[src/rtl/dac_cfg_sequencer.sv]
// Serial configuration engine for dac_driver: turns one command into the GPIO bit-bang
// sequence (setup / clock-high / clock-low per bit) that loads a driver config register.
module dac_cfg_sequencer #(
    parameter int unsigned PHASE_CYCLES  = 2,
    parameter int unsigned MUX_PULSES    = 8,
    parameter int unsigned SDATA_BIT     = 0,
    parameter int unsigned CC_CLK_BIT    = 1,
    parameter int unsigned MASK_CLK_BIT  = 2,
    parameter int unsigned DELAY_CLK_BIT = 3,
    parameter int unsigned LOCK_CLK_BIT  = 4,
    parameter int unsigned MUX_CLK_BIT   = 5
) (
    input  logic         clk,
    input  logic         rst,
    input  logic         cmd_valid,
    output logic         cmd_ready,
    input  logic [2:0]   cmd_target,
    input  logic [255:0] cmd_data,
    output logic [15:0]  gpio_ctrl,
    output logic         select_out,
    output logic         busy,
    output logic         cmd_done,
    output logic         cmd_err
);

    localparam logic [7:0] PhaseLast = 8'(PHASE_CYCLES - 1);
    localparam logic [8:0] MuxCnt    = 9'(MUX_PULSES);
    localparam logic [2:0] TgtMux    = 3'd4;

    typedef enum logic [2:0] {StIdle, StSetup, StHigh, StLow, StFinish} state_e;

    state_e       state_q, state_d;
    logic [2:0]   target_q, target_d;
    logic [255:0] data_q, data_d;
    logic [8:0]   bit_idx_q, bit_idx_d;
    logic [8:0]   bit_cnt_q, bit_cnt_d;
    logic [7:0]   phase_q, phase_d;
    logic         err_q, err_d;
    logic         phase_last;
    logic         sdata;
    logic [15:0]  clk_mask;

    always_ff @(posedge clk or negedge rst) begin
        if (!rst) begin
            state_q   <= StIdle;
            target_q  <= 3'd0;
            data_q    <= '0;
            bit_idx_q <= 9'd0;
            bit_cnt_q <= 9'd0;
            phase_q   <= 8'd0;
            err_q     <= 1'b0;
        end else begin
            state_q   <= state_d;
            target_q  <= target_d;
            data_q    <= data_d;
            bit_idx_q <= bit_idx_d;
            bit_cnt_q <= bit_cnt_d;
            phase_q   <= phase_d;
            err_q     <= err_d;
        end
    end

    assign phase_last = (phase_q == PhaseLast);

    always_comb begin
        state_d   = state_q;
        target_d  = target_q;
        data_d    = data_q;
        bit_idx_d = bit_idx_q;
        bit_cnt_d = bit_cnt_q;
        phase_d   = phase_q;
        err_d     = err_q;
        unique case (state_q)
            StIdle: begin
                if (cmd_valid) begin
                    target_d  = cmd_target;
                    data_d    = cmd_data;
                    bit_cnt_d = (cmd_target == TgtMux) ? MuxCnt : 9'd256;
                    bit_idx_d = 9'd0;
                    phase_d   = 8'd0;
                    err_d     = (cmd_target > TgtMux);
                    state_d   = (cmd_target > TgtMux) ? StFinish : StSetup;
                end
            end
            StSetup, StHigh: begin
                if (phase_last) begin
                    phase_d = 8'd0;
                    state_d = (state_q == StSetup) ? StHigh : StLow;
                end else begin
                    phase_d = phase_q + 8'd1;
                end
            end
            StLow: begin
                if (phase_last) begin
                    phase_d = 8'd0;
                    if (bit_idx_q == bit_cnt_q - 9'd1) begin
                        state_d = StFinish;
                    end else begin
                        bit_idx_d = bit_idx_q + 9'd1;
                        state_d   = StSetup;
                    end
                end else begin
                    phase_d = phase_q + 8'd1;
                end
            end
            StFinish: state_d = StIdle;
            default:  state_d = StIdle;
        endcase
    end

    always_comb begin
        clk_mask = '0;
        case (target_q)
            3'd0:    clk_mask[CC_CLK_BIT]    = 1'b1;
            3'd1:    clk_mask[MASK_CLK_BIT]  = 1'b1;
            3'd2:    clk_mask[DELAY_CLK_BIT] = 1'b1;
            3'd3:    clk_mask[LOCK_CLK_BIT]  = 1'b1;
            3'd4:    clk_mask[MUX_CLK_BIT]   = 1'b1;
            default: clk_mask = '0;
        endcase
    end

    // mux_set repeats bit 0 on every pulse instead of walking the data word
    assign sdata = (target_q == TgtMux) ? data_q[0] : data_q[bit_idx_q[7:0]];

    always_comb begin
        gpio_ctrl  = '0;
        select_out = 1'b0;
        cmd_done   = 1'b0;
        cmd_err    = 1'b0;
        cmd_ready  = (state_q == StIdle);
        busy       = (state_q != StIdle);
        if (state_q == StSetup || state_q == StHigh || state_q == StLow) begin
            select_out           = 1'b1;
            gpio_ctrl[SDATA_BIT] = sdata;
            if (state_q == StHigh) begin
                gpio_ctrl = gpio_ctrl | clk_mask;
            end
        end
        if (state_q == StFinish) begin
            cmd_done = 1'b1;
            cmd_err  = err_q;
        end
    end

endmodule

[config.mk]
export PLATFORM = sky130hd
export DESIGN_NAME = dac_cfg_sequencer
export DESIGN_NICKNAME = d
export VERILOG_FILES = /design/src/rtl/dac_cfg_sequencer.sv
export SDC_FILE = /design/constraint.sdc
export NUM_CORES = 1
export LEC_CHECK = 0
export ABC_CLOCK_PERIOD_IN_PS = 3000
export CAP_MARGIN = 20
export CORE_ASPECT_RATIO = 0.5
export CORE_UTILIZATION = 45
export DETAILED_ROUTE_END_ITERATION = 12
export GPL_TIMING_DRIVEN = 0
export HOLD_SLACK_MARGIN = 0.06
export PLACE_DENSITY = 0.82
export SETUP_SLACK_MARGIN = 0.05
export SYNTH_ARGS = -nofsm -noshare
export SYNTH_HDL_FRONTEND = slang
export SYNTH_SLANG_ARGS = --single-unit
[constraint.sdc]
create_clock -name clk -period 3 [get_ports clk]
set_input_delay 0.6 -clock clk [delete_from_list [all_inputs] [get_ports clk]]
set_output_delay 0.6 -clock clk [all_outputs]
set_load 0.02 [all_outputs]
-- Word level (Yosys, flattened, before mapping)
Cells that the tools add are included.
- $lt $le $gt $ge: 2
- reduce and logical (&&, ||, !) cells: 13
- shift operators: 0
- equal/unequal tests: 15
- multiplexer cells: 28
- multipliers: 0
- add/sub/neg operators: 3
- div/mod/pow operators: 0
- bitwise logic cells: 1
- operators with widths (cell ; count):
    $mux W9 ; 4
    $pmux W9 S2 ; 1
    $mux W16 ; 1
    $mux W8 ; 2
    $pmux W8 S2 ; 1
    $mux W3 ; 5
    $eq A3 B2 Y1 const B ; 4
    $mux W1 ; 11
    $add A9 B1 Y9 const B ; 1
    $eq A3 B3 Y1 const B ; 3
    $eq A9 B9 Y1 ; 1
    $lt A8 B9 Y1 const B ; 1
    $pmux W3 S3 ; 1
    $sub A9 B1 Y9 const B ; 1
    $add A8 B1 Y8 const B ; 1
    $bmux W1 S8 ; 1
    $eq A8 B1 Y1 const B ; 1
    $ne A2 B2 Y1 const B ; 4
    $eq A3 B1 Y1 const B ; 2
    $logic_not A3 Y1 ; 2
    $mux W6 ; 1
    $or A1 B6 Y6 ; 1
    $reduce_and A2 Y1 ; 2
    $reduce_and A4 Y1 ; 1
    other kinds (7) ; 9
- output and inout bits: 21
- memories: 0
- bits in writable memories: 0
- bits in registers: 289
- latch bits: 0
- memory bits (read-only): 0

-- Logic depth before layout (Yosys ltp)
Gate-level depths: netlist (run 1).
- depth after elaboration: 6
- depth in mapped cells: 11
- mapped depth without buffers: 8

-- Least setup slack after synthesis (run 1)
Ideal clock, no wire load.
- path kind: register to output
- from: register bit_idx_q[0]
- to: output port gpio_ctrl[0]
- slack: 0.326 ns
- buffers on the path: 3
- stages on the path, launching flop included: 10
- required time: 2.400 ns
- arrival: 2.074 ns
- cell sequence: dfrtp_1 buf_6 buf_6 buf_6 mux2i_1 a2111oi_2 a221oi_1 o2111ai_1 o21ai_1 o211ai_1
- longest elaborated chain between the ends: 6
- RTL lines (what ; line ; text):
    from (decl) ; 35 ; logic [8:0] bit_idx_q, bit_idx_d;
    from (signal assigned) ; 56 ; bit_idx_q <= bit_idx_d;
    $bmux W1 S8 (*) ; 124 ; assign sdata = (target_q == TgtMux) ? data_q[0] : data_q[bit_idx_q[7:0]];
    $mux W1 (not written as such) (*) ; 124 ;
    $mux W1 (*) ; 124 ;
    $or A1 B6 Y6 ; 137 ; gpio_ctrl = gpio_ctrl | clk_mask;
    $mux W6 (*) ; 136 ; if (state_q == StHigh) begin
    $mux W16 (*) ; 133 ; if (state_q == StSetup || state_q == StHigh || state_q == StLow) begin
    to (decl) ; 19 ; output logic [15:0] gpio_ctrl,
Every way passes the cells marked *; elsewhere a longest branch is shown, timed or not. The select of a mux whose other input is x is not followed.

-- Final worst setup path (run 1)
Ends and elaborated chain as after synthesis.

==> results of run 1 <==
-- sequential cells by signal, indices dropped and copies added (netlist names) --
register / flops
state_q: 3
err_q: 1
bit_cnt_q: 2
phase_q: 8
data_q: 256
target_q: 3
bit_idx_q: 9
-- where the power goes --
part / internal, W / total [W] / switching (W)
Sequential: 0.00551 / 0.00653 / 0.00103
Clock: 0.00220 / 0.00369 / 0.00149
Combinational: 0.00309 / 0.00686 / 0.00378
-- layer usage --
layer,vias to the layer above,routed length (um)
met5,-,0
met1,5902,16800
met2,571,21100
met4,0,2220
li1,5440,-
met3,132,3820
-- through the flow --
step | utilization (%) | TNS, ns | worst slack, ns
finish | 62.0 | -0.789 | -0.789
global route | 62.0 | -0.811 | -0.811
CTS | 61.4 | -0.693 | -0.693
detailed placement | 57.5 | -0.791 | -0.791
global placement | 57.3 | -2950.58 | -10.49
floorplan | - | 0 | 0.326
-- placed cells by master (no fill, tap or decap), types with 6 or more instances in the layout --
| master | Yosys | routed |
|---|---|---|
| nand3_1 | 12 | 12 |
| nor2_1 | 30 | 29 |
| clkinv_2 | 0 | 6 |
| mux4_2 | 26 | 30 |
| clkbuf_16 | 0 | 27 |
| buf_8 | 0 | 7 |
| inv_1 | 6 | 6 |
| dfrtp_1 | 282 | 281 |
| clkdlybuf4s50_1 | 0 | 266 |
| nor3_1 | 9 | 6 |
| a21oi_1 | 14 | 14 |
| nand2_1 | 799 | 799 |
| conb_1 | 1 | 10 |
| mux4_1 | 12 | 8 |
| mux2i_1 | 51 | 45 |
| xor2_1 | 7 | 7 |
| clkbuf_1 | 37 | 33 |
| xnor2_1 | 7 | 7 |
| buf_4 | 13 | 23 |
| buf_2 | 33 | 29 |
| bufinv_16 | 0 | 7 |
| a22oi_1 | 9 | 8 |
| o21ai_0 | 14 | 13 |
| buf_12 | 2 | 6 |
-- logic make-up after synthesis --
| kind of cell | Yosys count |
|---|---|
| simple gates | 898 |
| flops | 282 |
| buf+inv | 106 |
| mux | 94 |
| compound gates | 82 |
| xor+xnor | 14 |
| fa+ha+maj | 3 |
| other cells | 1 |
-- worst max-delay path: cells and delay by family (launching register included) --
family / cells / cell delay (ns)
compound gates: 3 / 0.59
buf+inv: 4 / 0.66
flops: 1 / 0.42
mux: 2 / 0.43
simple gates: 1 / 0.55
-- layout make-up --
class,count,share of cell area [%]
buffer,96,3.71
clock buffer,30,3.72
clock inverter,14,1.37
inverter,8,0.166
multi-input combinational,1101,33.1
sequential,282,39.0
tap,391,2.70
timing repair buffer,288,16.3
-- timing repair --
item / 4_1_cts / 5_1_grt
endpoints found under the hold margin: 50 / 0
gates resized for setup: 49 / 30
gates cloned: 1 / 2
buffers inserted: 7 / 3
endpoints found under the setup margin: 8 / 59
hold buffers: 1 / 0
pin swaps: 8 / 8
-- worst paths after layout --
kind,start,to,slack [ns],depth (start not counted)
max in group asynchronous,rst,state_q[1],1.03,4
worst max register to register,state_q[0],data_q[5],0.34,8
min in group asynchronous,rst,data_q[241],0.55,2
worst min register to register,data_q[115],data_q[115],0.47,2
worst min-delay path,data_q[115],data_q[115],0.47,2
worst max-delay path,bit_idx_q[0],gpio_ctrl[0],-0.79,10
==> summary by stage, run 1 <==
Place
The total cell area at the placement stage is ~17000 um^2. Detailed placement ended at an HPWL of around 31000 um. Input and output buffers added on the ports amount to around 270.

The global placer's final weighted congestion is ~0.95. Once placement completed, the tool counted placed cells totaling roughly 2200.

Final layout
The fraction of layout cells with a size suffix above 1 is between 10% and 20%. Summing all multi-input logic gate instances after layout gives ~6000 um^2. The finished layout holds between 2000 and 2500 standard cells, fillers aside. Counting the fill cells in the layout gives 2274. The post-route standard cell area excluding fillers is about 18000 um^2. The diode insertion count for antenna repair is 0. The storage element area is roughly 7000 um^2. The net count of the finished layout is a little over 2000. The layout overhead on the synthesized area is 34.3%.

GRT
met2 is the most crowded layer. The met3 usage in global routing is around 6.4%. The met2 track demand over resource in global routing is between 40 and 50%. The initial antenna violation count was 0. The global-route wire length before repair is approximately 66000 um. Entering global routing, the biggest net connects approximately 120 pins. The met1 track demand over resource in global routing is roughly 36%. The via count of the first global-routing pass is around 12000. Across every metal layer, demand over resource in global routing totals between 20% and 30%. The total global routing overflow is 0.

Timing
The number of endpoints with negative hold slack in the final report was 0. Setup repair after global routing could not meet its margin everywhere. The final critical path time including I/O delays and setup is ~3.8 ns.

Dividing the final minimum period by the clock period gives 126%. The final max-slew violation count came to 0. Setup violations remaining at the end of the flow were counted as 1. Derived from the worst setup path, the maximum achievable clock frequency is ~260 MHz.

The worst-case hold slack is 0.470 ns. The max-slew headroom at the worst pin is 52.1%. For the final database, setup skew stands at 0.00765 ns. Once routing completed, OpenROAD measured the worst setup slack at -0.789 ns. At the pin with the least slew margin, the transition time is between 0.7 and 0.8 ns.

Critical path
Traced cell by cell, the critical path runs through buf_6 > buf_12 > buf_8 > mux4_2 > mux2i_1 > o211ai_1 > o21ai_2 > or4_4 > o211ai_1 > buf_4. Among the stages of the critical path, the cell type that occurs most often is o211ai_1. The maximum fanout encountered on the critical timing path is 5.

The required time at the worst-slack endpoint is ~2.4 ns. The data arrival at the endpoint of the critical path is ~3.2 ns. The stage delay of the slowest cell on the critical path is between 0.5 and 0.6 ns.

The worst setup path is of the reg2out kind. STA classifies the critical path startpoint as a flop. The slowest library cell on the worst path is or4_4. STA classifies the critical path endpoint as an output port.

Outcome
The run finished, with violations left. The final reports fail on design-rule violations, negative setup slack.

Clocking
The tree is rooted in a clkbuf_16. The buffer levels on the longest clock path is 3. The number of clock buffers added by TritonCTS is 25. The clock-pin slew on the worst setup and hold paths is 0.07 ns. The CTS H-tree depth is 1.

TritonCTS built the clock tree. The tree built by TritonCTS fans out to 282 sinks. At the later pin of the worst-skew pair, clock insertion delay measures 0.54 ns.

Synth
In this run, synthesis inferred 0 flip-flops with an integrated enable. Synthesis instantiated 66 different standard cells from the library. Yosys attributes the largest share of cell area to dfrtp_1 (52%), nand2_1 (22%), mux4_2 (4.3%).

The instance count of the mapped netlist is around 1500. The fraction of the mapped netlist area in compound gates is 4.55%. The synthesized design spends more area on one cell type than any other, namely dfrtp_1. Yosys instantiated no cell more often than nand2_1. Dividing the synthesized area by the synthesized cell count gives approximately 9.1 um^2. The area share of xor/xnor cells in the synthesized design is less than 1%. The flip-flop and latch count after synthesis is about 280. The mapped netlist covers 13500 um^2. Of all flip-flops after synthesis, the portion carrying an async set or reset was 100%. After synthesis, the share of cell area in mux cells is 11.0%. By count the netlist is led by nand2_1 (799), dfrtp_1 (282), mux2i_1 (51). The dominant combinational cell family by area after synthesis is simple AND/OR/NAND/NOR gates.

The area share of the largest cell type after synthesis is between 50% and 60%. The number of warnings printed during yosys synthesis is 0. The share of synthesized cell area in full adder, half adder and majority cells is 0.278%. Of the total synthesized cell area, the portion taken by AND, OR, NAND and NOR gates is approximately a quarter.

Among all flip-flop cells after synthesis, the most frequent one is dfrtp_1. After synthesis, flip-flops and latches occupy between 50% and 60% of the total area.

Floorplan
The overall die area is 30700 um^2. The initial utilization of the core area, before any placement, comes to a little under half. The floorplan step defined a core boundary enclosing between 20000 and 30000 um^2. The number of placement rows is between 40 and 50. For this design the top-level I/O count stands at ~280.

The die height is 124 um. The chip width is roughly 250 um.

Flow run
The number of max-capacitance violations reported is 0.

Routing
The routed wire length is roughly 44000 um. The routed via count divided by cell count is 5.45. The detailed router's first-iteration violation count is around 1400. Dividing the detail-routed wire length by the instance count gives about 20 um. After detailed routing, the number of remaining DRC violations is 12. The count of nets left with antenna violations once routing finished came out at 0. The number of vias in the routed layout is about 12000.

The detailed-router iteration count before antenna repair is 11.

Worst hold path
The min-delay analysis places its worst path in the category reg2reg.

Pwr
The post-layout total power is 0.0171 W. The leakage power figure is between 8 and 9 nW. The areal power density over the cells is between 900 and 1000 nW/um^2. Across the VDD grid, the largest voltage drop is 528 uV.
No activity file was read; power rests on OpenSTA's default activity.
==> run 2, diff against run 1 <==
--- a/config.mk
+++ b/config.mk
@@ -8,12 +8,14 @@
 export ABC_CLOCK_PERIOD_IN_PS = 3000
 export CAP_MARGIN = 20
 export CORE_ASPECT_RATIO = 0.5
-export CORE_UTILIZATION = 45
+export CORE_UTILIZATION = 36
 export DETAILED_ROUTE_END_ITERATION = 12
 export GPL_TIMING_DRIVEN = 0
 export HOLD_SLACK_MARGIN = 0.06
-export PLACE_DENSITY = 0.82
+export PLACE_DENSITY = 0.7
 export SETUP_SLACK_MARGIN = 0.05
+export SKIP_LAST_GASP = 1
 export SYNTH_ARGS = -nofsm -noshare
 export SYNTH_HDL_FRONTEND = slang
 export SYNTH_SLANG_ARGS = --single-unit
+export TNS_END_PERCENT = 100
==> run 2 against run 1 <==
Net effect: the flow finishes with violations (negative setup slack); final area up 0.67%; clock-buffer cell count up 7; clock skew up 0.0085 ns; power down 1.5%; first-iteration DRC count down 29%; setup slack better by 0.056 ns; sequential share of layout area down 0.26 points; hold slack worse by 0.0019 ns.
==> summary by stage, run 2 (synthesis gave the netlist of run 1 again) <==
Critical path
The critical path class is reg2out. The end of the worst register-to-register path is data_q[91]. The cell family contributing the most delay on the critical path is buffers and inverters. The maximum fanout encountered on the critical timing path is 10 (+5). STA classifies the critical path endpoint as an output port. The data arrival at the endpoint of the critical path is 3.13 ns (-0.06 ns). The slowest library cell on the worst path is mux4_2. The stage delay of the slowest cell on the critical path is 0.51 ns (-0.04 ns). The path depth of the worst reg2reg path was 8 (unchanged). The slack of the worst reg-to-reg path is 0.40 ns (+0.06 ns).

The required time at the worst-slack endpoint was 2.40 ns (about the same). The critical path goes through buf_6 > buf_12 > buf_16 > mux4_2 > o221ai_2 > nand4_1 > nor4_4 > o211ai_1 > buf_4. The buffering stage count on the worst path with inverters included is 4 (unchanged). STA classifies the critical path startpoint as a flop. The reg-to-reg startpoint is state_q[0].

Timing
The maximum clock frequency is 268 MHz (+1.5%). Setup repair after global routing could not meet its margin everywhere. The worst clock skew on the final layout is 0.0161 ns (+0.00849 ns). The number of endpoints with negative hold slack in the final report is 0 (unchanged).

The total of endpoints with negative setup slack in the final report was 1 (unchanged). The transition at the pin with the smallest max-transition slack is 0.798 ns (+0.0785 ns). The period utilization came to 124% (-1.9 points). The final critical path time including I/O delays and setup is 3.73 ns (-0.0564 ns).

The max-slew headroom at the worst pin was 46.8% (-5.2 points). The final max-slew violation count is 0 (unchanged). The final critical-path setup slack is -0.732 ns (+0.0564 ns).

Floorplan
The number of placement rows is 49 (+11%). The effective utilization at floorplan is 37.0% (-9.1 points). The core outline area is 36400 um^2 (+25%). The overall die area came to 38300 um^2 (+25%). The number of ports placed on the die boundary is 283 (unchanged).

The die height is 139 um (+12%). The chip width is 276 um (+12%).

GRT
The met3 usage in global routing is 4.28% (-2.1 points). The total global routing overflow is 0 (unchanged). The via count of the first global-routing pass is 11700 (-5.0%). The aggregate global-route resource usage came to 22.6% (-5.8 points).

The met2 track demand over resource in global routing is 38.5% (-8.4 points). The global-route wire length before repair is 65800 um (-0.97%). After global routing, the most crowded layer is met2. The initial antenna violation count is 0 (unchanged). The met1 track demand over resource in global routing was 28.9% (-6.7 points). The pin count of the biggest net entering global routing came to 115 (-3.4%).

Routing
The routed via count divided by cell count is 5.01 (-8.0%). The number of vias in the routed layout came to 11600 (-4.0%). The number of design rule violations left after detail routing is 0 (-12). The per-cell routed wire length is 18.8 um (-5.6%). The detailed router's first-iteration violation count is 956 (-29%). The post-detailed-route count of antenna-violating nets is 0 (unchanged). The detailed-router iteration count before antenna repair came to 5 (-6). The routed wire length came to 43300 um (-1.5%).

Final layout
The diode insertion count for antenna repair is 0 (unchanged). The layout filler cell count is 3355 (+48%). The fraction of layout cells with a size suffix above 1 is 10.7% (-0.073 points). The most common cell after layout, fill and taps aside is nand2_1.

The area growth from synthesis to layout is 35.2%. More flip-flops sit in one register than any other, and that register is data_q. The flip-flop count of the largest register, all copies and words added is 256 (unchanged). The utilization after layout came to 50.1% (-12 points). The post-route standard cell area excluding fillers is 18200 um^2 (+0.67%). The final layout net count came to 2068 (+0.048%). In the layout the commonest cells are nand2_1 (799), dfrtp_1 (281), clkdlybuf4s50_1 (265). The largest registers in the layout are data_q x256, bit_idx_q x9, phase_q x8.

Outcome
The final reports fail on negative setup slack. The run finished, with violations left.

Clocking
The total number of clock tree sinks was 282 (unchanged). The master cell of the clock root buffer is clkbuf_16. The clock-pin slew on the worst setup and hold paths was 0.07 ns (about the same). The clock tree from TritonCTS is built. The clock latency on the worst-skew pair is 0.55 ns (about the same). The CTS H-tree depth is 1 (unchanged). The buffer levels on the longest clock path is 3 (unchanged).

The number of clock buffers inserted by TritonCTS was 27 (+8.0%).

Place
The number of buffer cells added on primary ports was 272 (unchanged). The total cell area at the placement stage was 16900 um^2 (+0.69%). The half-perimeter wire length of the detailed placement result is 32300 um (+3.6%). The global placer's final weighted congestion is 0.886 (-6.5%).

Pwr
The combinational share of power came to 40.2% (about the same). The cell-internal power is 0.0107 W (-0.75%). The switching share of total power is 36.3% (-0.50 points). The switching power is 0.00611 W (-2.9%). The share of total power in the clock network came to 21.3% (-0.3 points). The sequential share of power is 38.5% (+0.3 points). The areal power density over the cells is 923 nW/um^2 (-2.2%). The post-layout total power is 0.0168 W (-1.5%). The largest voltage drop on the vdd net is 449 uV (-15%). The leakage power figure came to 8.79 nW (about the same).

Worst hold path
The classification of the worst-slack hold path is reg2reg. The beginning of the worst hold path is data_q[148]. The end of the worst hold path is data_q[148]. The hold-critical path depth is 2 (unchanged).

Flow run
The number of max-capacitance violations reported is 0 (unchanged).
[run 2: worst register-to-register path, stage by stage (launching register included)]
cell,delay [ns]
dfrtp_1,0.53
or3_1,0.21
inv_1,0.08
nand2_1,0.11
buf_2,0.28
clkbuf_1,0.65
clkbuf_1,0.44
nand2_1,0.14
nand2_1,0.09
[run 2: final cells by class]
class	count	area [um^2]	share of cell area (%)
Sequential cell	282	7060	38.7
Timing Repair Buffer	287	2960	16.2
Tap cell	484	606	3.32
Clock buffer	37	753	4.13
Multi-Input combinational cell	1101	5990	32.9
Clock inverter	11	159	0.871
Buffer	96	678	3.72
Inverter	8	33.8	0.185
[run 2: worst max path at each step]
stage                 start            to  slack, ns  cells after the start
2_1_floorplan  bit_idx_q[0]  gpio_ctrl[0]       0.33                      9
3_3_place_gp            rst    data_q[64]     -10.80                      1
3_5_place_dp   bit_idx_q[1]  gpio_ctrl[0]      -0.90                     10
4_1_cts        bit_idx_q[0]  gpio_ctrl[0]      -0.72                      9
5_1_grt        bit_idx_q[0]  gpio_ctrl[0]      -0.79                      9
6_report       bit_idx_q[0]  gpio_ctrl[0]      -0.73                      9
[run 2: repair_timing]
item	4_1_cts	5_1_grt
pin swaps	6	7
cloned	2	1
setup buffers	5	4
setup endpoints to repair	9	10
hold buffers	1	0
gates resized for setup	45	34
endpoints found under the hold margin	59	0
[run 2: layer usage]
| layer | wire [um] | share of wire [%] |
|---|---|---|
| met5 | 0 | 0 |
| met4 | 1520 | 3.5 |
| met3 | 2830 | 6.5 |
| met2 | 21500 | 50 |
| met1 | 17400 | 40 |
[run 2: power groups by stage]
stage	clock [W]	combinational [W]	sequential, W
after CTS	0.00362	0.00657	0.00644
final	0.00359	0.00676	0.00648
after global routing	0.00376	0.00744	0.00667
after floorplan	0	0.00432	0.00618
after global placement	0	0.00606	0.00642
after detailed placement	0	0.00621	0.00647
[run 2: metrics by stage]
step                      setup slack (ns)   TNS, ns  std cells  hold WS [ns]
after floorplan                      0.326         0       1489         0.304
after global placement              -10.80  -3036.03       2245         0.452
after detailed placement            -0.903    -0.903       2247         0.455
after CTS                           -0.724    -0.724       2302         0.472
after global routing                -0.786    -0.786       2306         0.489
final                               -0.732    -0.732       2306         0.468
==> run 3, diff against run 2 <==
--- a/config.mk
+++ b/config.mk
@@ -13,6 +13,7 @@
 export GPL_TIMING_DRIVEN = 0
 export HOLD_SLACK_MARGIN = 0.06
 export PLACE_DENSITY = 0.7
+export RECOVER_POWER = 100
 export SETUP_SLACK_MARGIN = 0.05
 export SKIP_LAST_GASP = 1
 export SYNTH_ARGS = -nofsm -noshare
==> run 3 against run 2 <==
Net effect: the flow finishes with violations (max-capacitance violations, max-slew violations, negative setup slack); via count is 0.53% lower; largest power group unchanged; first-iteration DRC count increased by 5.2%; combinational power decreased by 0.9%; clock-buffer cell count stayed put; sequential cell count unchanged; clock power about the same; maximum frequency increased by 0.42%; critical endpoint unchanged; wire length barely moved.
==> summary by stage, run 3 (synthesis gave the netlist of run 1 again) <==
Clocking
TritonCTS built the clock tree. The total number of clock tree sinks is 282 (unchanged). The clock-pin slew on the worst setup and hold paths was 0.07 ns (about the same). The CTS H-tree depth was 1 (unchanged). The number of clock buffers inserted by TritonCTS is 27 (unchanged). The buffer levels on the longest clock path came to 3 (unchanged). The cell sitting at the root of the clock tree is a clkbuf_16. The clock latency on the worst-skew pair is 0.55 ns (about the same).

Floorplan
The number of placement rows is 49 (unchanged). The overall die area is 38300 um^2 (unchanged). The die height came to 139 um (unchanged). The effective utilization at floorplan is 37.0% (unchanged). The core outline area is 36400 um^2 (unchanged). The number of ports placed on the die boundary is 283 (unchanged). The chip width came to 276 um (unchanged).

Final layout
The total area of multi-input combinational cells was 5960 um^2 (-0.56%). The number of cells in the finished layout apart from fillers is 2306 (unchanged). The fraction of layout cells with a size suffix above 1 is 10.0% (-0.66 points).

Counting flops per register, the top entry is data_q. The largest registers in the layout are data_q x256, bit_idx_q x9, phase_q x8. The utilization after layout is 49.9% (-0.21 points). The storage element area was 7060 um^2 (unchanged).

The area growth from synthesis to layout is 34.6%. The final layout net count is 2068 (unchanged). The most common cell after layout, fill and taps aside is nand2_1.

The layout filler cell count is 3372 (+0.51%). In the layout the commonest cells are nand2_1 (799), dfrtp_1 (281), clkdlybuf4s50_1 (260). The diode insertion count for antenna repair was 0 (unchanged). The flip-flop count of the largest register, all copies and words added is 256 (unchanged).

Critical path
The element type at the critical path start is a flop. Walking the worst path, the cells encountered are clkbuf_2 > inv_2 > and3_1 > nand2_1 > a21oi_1 > nor4_2 > or3_1 > o211ai_1 > buf_4. The critical path class is reg2out. The slowest library cell on the worst path is and3_1.

The path depth of the worst reg2reg path is 8 (unchanged). The stage delay of the slowest cell on the critical path came to 0.46 ns (-0.05 ns). The data arrival at the endpoint of the critical path is 3.12 ns (about the same). The maximum fanout encountered on the critical timing path is 10 (unchanged). The capturing element type of the critical path is an output port. The required time at the worst-slack endpoint was 2.40 ns (about the same).

Routing
The detailed router's first-iteration violation count came to 1006 (+5.2%). The number of vias in the routed layout is 11500 (-0.53%). The number of design rule violations left after detail routing is 0 (unchanged). The per-cell routed wire length is 18.8 um (about the same). The routed wire length was 43300 um (about the same). The detailed-router iteration count before antenna repair is 5 (unchanged).

The routed via count divided by cell count is 4.99 (-0.53%). The post-detailed-route count of antenna-violating nets is 0 (unchanged).

Place
The worst slack at placement was -0.903 ns (unchanged). The global placer's final weighted congestion is 0.886 (unchanged). The number of buffer cells added on primary ports was 272 (unchanged). The half-perimeter wire length of the detailed placement result was 32300 um (unchanged).

The number of placed instances, taps included came to 2247 (unchanged).

GRT
The initial antenna violation count was 0 (unchanged). The via count of the first global-routing pass was 11700 (unchanged). The total global routing overflow is 0 (unchanged).

The pin count of the biggest net entering global routing is 115 (unchanged). The aggregate global-route resource usage is 22.6% (unchanged). The global-route wire length before repair came to 65800 um (unchanged).

Flow run
The number of max-capacitance violations reported was 1 (+1).

Timing
The maximum clock frequency came to 269 MHz (+0.42%). The final critical-path setup slack is -0.717 ns (+0.0156 ns). The transition at the pin with the smallest max-transition slack is 1.95 ns (+1.15 ns). Setup repair after global routing could not meet its margin everywhere. The worst clock skew on the final layout is 0.0145 ns (-0.00161 ns). The max-slew headroom at the worst pin is -30.1% (-77 points). The final max-slew violation count is 78 (+78). The final critical path time including I/O delays and setup was 3.72 ns (-0.0156 ns). The number of endpoints with negative hold slack in the final report is 0 (unchanged). The period utilization is 124% (-0.52 points). The total of endpoints with negative setup slack in the final report is 1 (unchanged).

Worst hold path
The hold-critical path depth is 2 (unchanged). The worst hold path belongs to the class reg2reg.

Outcome
The flow ran to the end, but the final reports show violations. The checks that failed: max-capacitance violations, max-slew violations, negative setup slack.

Pwr
The post-layout total power is 0.0168 W (-0.28%). The leakage power figure is 8.73 nW (-0.66%). The areal power density over the cells is 924 nW/um^2 (+0.13%).

The largest voltage drop on the vdd net is 448 uV (-0.15%).
run 3: cell types whose count changed in the layout (fill, tap and decap cells not counted), moves of 5 or more:
| cell | previous run | this run |
|---|---|---|
| clkbuf_2 | 2 | 11 |
| clkdlybuf4s50_1 | 265 | 260 |
| clkbuf_1 | 38 | 46 |
| dlygate4sd3_1 | 1 | 6 |
| buf_2 | 30 | 16 |
run 3: power breakdown:
group	internal (W)	total, W	switching, W	leakage, nW
Clock	0.00210	0.00359	0.00150	0.453
Combinational	0.00308	0.00670	0.00363	4.74
Sequential	0.00551	0.00648	0.000972	3.54
run 3: timing repair:
action | in CTS | in global routing
setup endpoints to repair | 9 | 10
setup buffers | 5 | 4
pin swaps | 6 | 7
resized for setup | 45 | 34
hold buffers | 1 | 0
gates cloned | 2 | 1
hold endpoints to repair | 59 | 0
run 3: per-stage QoR:
stage               TNS (ns)  instance area, um^2  hold slack (ns)
global route          -33.56                18200            0.489
CTS                   -0.724                18100            0.472
finish                -0.717                18200            0.467
detailed placement    -0.903                16900            0.455
global placement    -3036.03                16900            0.452
floorplan                  0                13500            0.304
run 3: path summary, 6_finish.rpt:
check                                   from           end  slack [ns]
worst max-delay path            bit_idx_q[3]  gpio_ctrl[0]       -0.72
worst min-delay path             data_q[148]   data_q[148]        0.47
worst max register to register    state_q[0]   data_q[216]        0.17
worst min register to register   data_q[148]   data_q[148]        0.47
max in group asynchronous                rst    data_q[65]        0.03
min in group asynchronous                rst   data_q[244]        1.12
run 3: per-layer routing:
layer / GRT usage, % / wire length (um)
met5: 0 / 0
met4: 7.75 / 1570
met3: 4.28 / 2700
met2: 38.5 / 21400
met1: 28.9 / 17700
run 3: cell type report:
class	count	area share (%)
multi-input cells	1101	32.8
clock buffers	37	4.15
repair buffers	287	16.1
flip-flops and latches	282	38.9
inverters	8	0.186
well taps	484	3.33
plain buffers	96	3.65
clock inverters	11	0.875
run 3: critical path: cells and delay by family, from the launching register on:
kind	cells	cell delay, ns
simple gates	4	0.98
buf+inv	3	0.86
compound gates	2	0.35
flops	1	0.37
